<file path="config.mk">
export PLATFORM = sky130hd
export DESIGN_NAME = fetch_unit
export DESIGN_NICKNAME = d
export VERILOG_FILES = /design/src/rtl/fetch_unit.sv
export SDC_FILE = /design/constraint.sdc
export NUM_CORES = 1
export LEC_CHECK = 0
export CORE_ASPECT_RATIO = 2
export CORE_MARGIN = 2
export CORE_UTILIZATION = 38
export CTS_CLUSTER_SIZE = 28
export DETAILED_ROUTE_END_ITERATION = 10
export PLACE_DENSITY = 0.8
export SLEW_MARGIN = 20
export SYNTH_ARGS = -nofsm -noshare
export SYNTH_HDL_FRONTEND = slang
export SYNTH_SLANG_ARGS = --single-unit
</file>
<file path="constraint.sdc">
create_clock -name clk -period 5.2 [get_ports clk]
set_input_delay 0.52 -clock clk [delete_from_list [all_inputs] [get_ports clk]]
set_output_delay 0.52 -clock clk [all_outputs]
set_load 0.05 [all_outputs]
</file>
<file path="src/rtl/fetch_unit.sv">
// Instruction fetch stage: owns the PC, fetches over a req/ack handshake and
// holds each instruction for decode; resolves jr/jump/branch redirects.
module fetch_unit #(
  parameter logic [31:0] RESET_PC = 32'h0000_3000
) (
  input  logic        clk,
  input  logic        rst,
  output logic        imem_req,
  output logic [31:0] imem_addr,
  input  logic        imem_ack,
  input  logic [31:0] imem_rdata,
  input  logic        stall,
  input  logic        branch_taken,
  input  logic [31:0] branch_offset,
  input  logic        jump,
  input  logic        jr,
  input  logic [31:0] jr_target,
  output logic [31:0] instr,
  output logic [15:0] imm16,
  output logic        instr_valid,
  output logic [31:0] pc,
  output logic [31:0] pc_plus4,
  output logic        misalign
);

  typedef enum logic [1:0] {S_FETCH, S_WAIT, S_ISSUE} state_t;

  state_t      state, state_nxt;
  logic        capture, advance;
  logic [31:0] next_pc;

  always_comb begin
    state_nxt = state;
    capture   = 1'b0;
    advance   = 1'b0;
    case (state)
      S_FETCH: begin
        capture   = imem_ack;
        state_nxt = imem_ack ? S_ISSUE : S_WAIT;
      end
      S_WAIT: begin
        capture = imem_ack;
        if (imem_ack) state_nxt = S_ISSUE;
      end
      S_ISSUE: begin
        advance = !stall;
        if (!stall) state_nxt = S_FETCH;
      end
      default: state_nxt = S_FETCH;
    endcase
  end

  // Redirect priority: jr > jump > branch > sequential
  always_comb begin
    next_pc = pc_plus4;
    if (jr)                next_pc = {jr_target[31:2], 2'b00};
    else if (jump)         next_pc = {pc_plus4[31:28], instr[25:0], 2'b00};
    else if (branch_taken) next_pc = pc_plus4 + (branch_offset << 2);
  end

  always_ff @(posedge clk or posedge rst) begin
    if (rst) begin
      state <= S_FETCH;
      pc    <= RESET_PC;
      instr <= '0;
    end else begin
      state <= state_nxt;
      if (capture) instr <= imem_rdata;
      if (advance) pc    <= next_pc;
    end
  end

  // Request is gated by rst so an abandoned request drops immediately
  assign imem_req    = !rst && (state != S_ISSUE);
  assign imem_addr   = pc;
  assign instr_valid = (state == S_ISSUE);
  assign pc_plus4    = pc + 32'd4;
  assign imm16       = instr[15:0];
  assign misalign    = advance && jr && (jr_target[1:0] != 2'b00);

endmodule

</file>
==> key figures <==
Run status
  – Status: finished, final reports clean

Global routing
  – GR Overflow Total: 0
  – Initial antenna violation count: 1
  – Vias in the first global route: a little over 6000
  – First-pass GRT wire length: 33.4 mm
  – All-Layer GR Usage: 0.261
  – Largest net degree at the start of global routing: 55

Setup path
  – Worst Setup Start Kind: flop
  – Worst-path cell chain: ha_1, nand2_1, nor3_2, nand3_1, nor2_1, xor2_1, ha_1, a21o_2, a21o_2, a221o_1, o31a_1, o31a_1, xor2_1, o311ai_1, o21ai_1
  – Reg2reg path depth: 15
  – Register-to-register path setup slack: about 0.65 ns
  – Critical path capture point: imem_addr[29]
  – Crit end category: flop
  – Worst path required time: between 5 and 6 ns
  – Critical path depth in cells: 15
  – Critical Path Slowest Stage Cell: nor3_2
  – Critical R2R Launch: imem_addr[2]
  – Worst setup startpoint: imem_addr[2]
  – Buf/Inv on CP: 0
  – FF-to-FF End: imem_addr[29]
  – CP top delay family: compound AO/OA/AOI/OAI gates
  – Crit path DAT: around 4.7 ns
  – CP peak stage delay: approximately 0.49 ns
  – CP Max Fanout: 7
  – Worst Setup Path Type: flop to flop

Clock tree
  – Clk Latency, worst-skew pair: between 0.3 and 0.4 ns
  – Worst-path clk slew: 0.06 ns
  – Postcts setup bufs: 0
  – CTS tree: yes
  – Total CTS buffers: 9
  – Clk buf depth: 2
  – Cts hold-fix bufs: 0
  – CTS H-Tree Depth: 3
  – Post_cts resized: 0
  – # clock sinks: between 60 and 70
  – Root buffer cell: clkbuf_16

Die
  – Overall die height: 181 microns
  – Die ar.: 16700 sq um
  – Initial core utilization: 0.387
  – Io pins: 250
  – Die span in x: 92.3 microns
  – Core ar.: 15300 sq um
  – FP Rows: 64

Place
  – Hpwl dp: 17.1 mm
  – Port buffer count: approximately 240
  – Pre-CTS setup slack: about 0.74 ns
  – RD Place Congestion: between 0.9 and 1
  – Placed insts: between 1000 and 1500

Synth
  – Yosys reg bits: 64
  – Cell variety after synth: 74
  – Synth top area share: 0.262
  – Synth top area cells: dfrtp_1, ha_1, buf_4, mux2_2, xnor2_1
  – Synth Cell Area: around 5900 sq um
  – Sequential fraction of the synthesis area: 0.271
  – Area leader, netlist: dfrtp_1
  – Synthesis Warnings: 0
  – Number of synthesized flops with an enable pin: 0
  – FFs w/ async S/R, synth: 1.00
  – Syn Area/Cell: between 8 and 9 sq um
  – Syn Inst Count: slightly above 700
  – Commonest register cell after synthesis: dfrtp_1

Routing
  – Vias: about 6100
  – DRT iter0 DRCs: 351
  – Remaining DRCs: 0
  – Final wirelength: between 20 and 25 mm
  – Vias per cell: 5.61
  – Drt first pass iters: 5
  – Final ANT Viol Nets: 0
  – WL per Instance: 20.3 microns

Final layout
  – Share of cells above drive strength 1: 0.0846
  – Nets: 1022
  – Non-Filler Instances: ~1100
  – Commonest cells after routing, fill and taps aside: clkdlybuf4s50_1, nor2_1, dfrtp_1
  – Register area: approximately 1600 sq um
  – Multi-input gate area: 3680 sq um
  – Fillers: between 1000 and 1500
  – P&R area growth vs syn: 41.4%
  – Most common cell after layout, fill and taps aside: clkdlybuf4s50_1

STA
  – Final Hold Vio Count: 0
  – Pins Over Slew Limit: 0
  – Fmax: approximately 0.22 GHz
  – Fin crit period: around 4.5 ns
  – Clock skew: ~0.0089 ns
  – Final worst path period share: 0.875
  – Endpoints failing setup: 0
  – Slew headroom: 0.358
  – Total negative slack: 0 ns
  – Unrepaired setup endpoints after global routing: false
  – Hold_ws: ~0.45 ns
  – Setup ws final: between 0.6 and 0.7 ns
  – Worst Max-Slew Pin Slew: between 0.9 and 1 ns

Power and ir drop
  – Post-layout total power: 5.32 mW
  – Leakage: between 3 and 4 nW
  – VDD IR max: around 460 uV
  – Pwr Density: around 630 nW/um^2

Run
  – Max-cap violations: 0

Min path
  – Worst Hold Class: input port to asynchronous set/reset pin
==> worst min path at each step <==
stage	start	endpoint	slack, ns
after detailed placement	state[1]	state[0]	0.50
after global routing	rst	state[1]	0.48
after CTS	rst	instr[15]	0.45
after floorplan	state[1]	state[0]	0.41
after global placement	state[1]	state[0]	0.49
final	rst	state[1]	0.45
==> state kept, by name (all words and copies together) (netlist names) <==
name / count
state: 2
imem_addr: 30
instr: 32
==> synth_stat cells (6+ instances only) <==
cell	count
a211oi_1	10
a21o_1	15
a21oi_1	53
a221o_1	6
a31oi_1	9
and3_1	12
buf_4	52
clkbuf_1	26
dfrtp_1	62
ha_1	36
inv_1	17
mux2_2	32
mux2i_1	9
nand2_1	47
nand2b_1	7
nand3_1	22
nand4_1	14
nor2_1	66
nor2b_1	7
nor3_1	8
o21ai_0	43
o21ai_1	7
xnor2_1	31
xor2_1	17
==> power by group <==
group          leakage (nW)  switching (mW)  internal, mW
logic                  2.54            2.45          1.33
registers             0.760           0.267         0.651
clock network         0.146           0.235         0.383
==> final cells by class <==
cell class                 count  area share
timing repair buffer         250       0.295
tap                          198      0.0296
clock buffer                  11      0.0290
multi-input combinational    538       0.439
inverter                      19     0.00851
antenna                        1    0.000299
clock inverter                 5     0.00672
sequential                    64       0.191
==> per-stage QoR <==
| step | util | instance area [sq um] |
|---|---|---|
| floorplan | - | 5940 |
| global placement | 0.528 | 8080 |
| detailed placement | 0.528 | 8080 |
| CTS | 0.548 | 8380 |
| global route | 0.548 | 8380 |
| finish | 0.548 | 8380 |
==> per-layer routing <==
| layer | global-route usage | vias to the layer above | share of wire |
|---|---|---|---|
| li1 | - | 2845 | - |
| met1 | 0.268 | 2894 | 0.34 |
| met2 | 0.484 | 283 | 0.54 |
| met3 | 0.0381 | 67 | 0.058 |
| met4 | 0.163 | 0 | 0.061 |
| met5 | 0 | - | 0 |
==> logic make-up after synthesis <==
| kind of cell | after synthesis | share of synthesized area |
|---|---|---|
| mux | 41 | 0.0760 |
| other cells | 1 | 0.000633 |
| buf+inv | 109 | 0.113 |
| fa+ha+maj | 37 | 0.0794 |
| flops | 64 | 0.271 |
| xor+xnor | 48 | 0.0710 |
| compound gates | 194 | 0.210 |
| simple gates | 212 | 0.179 |
No activity file was read; power rests on OpenSTA's default activity.
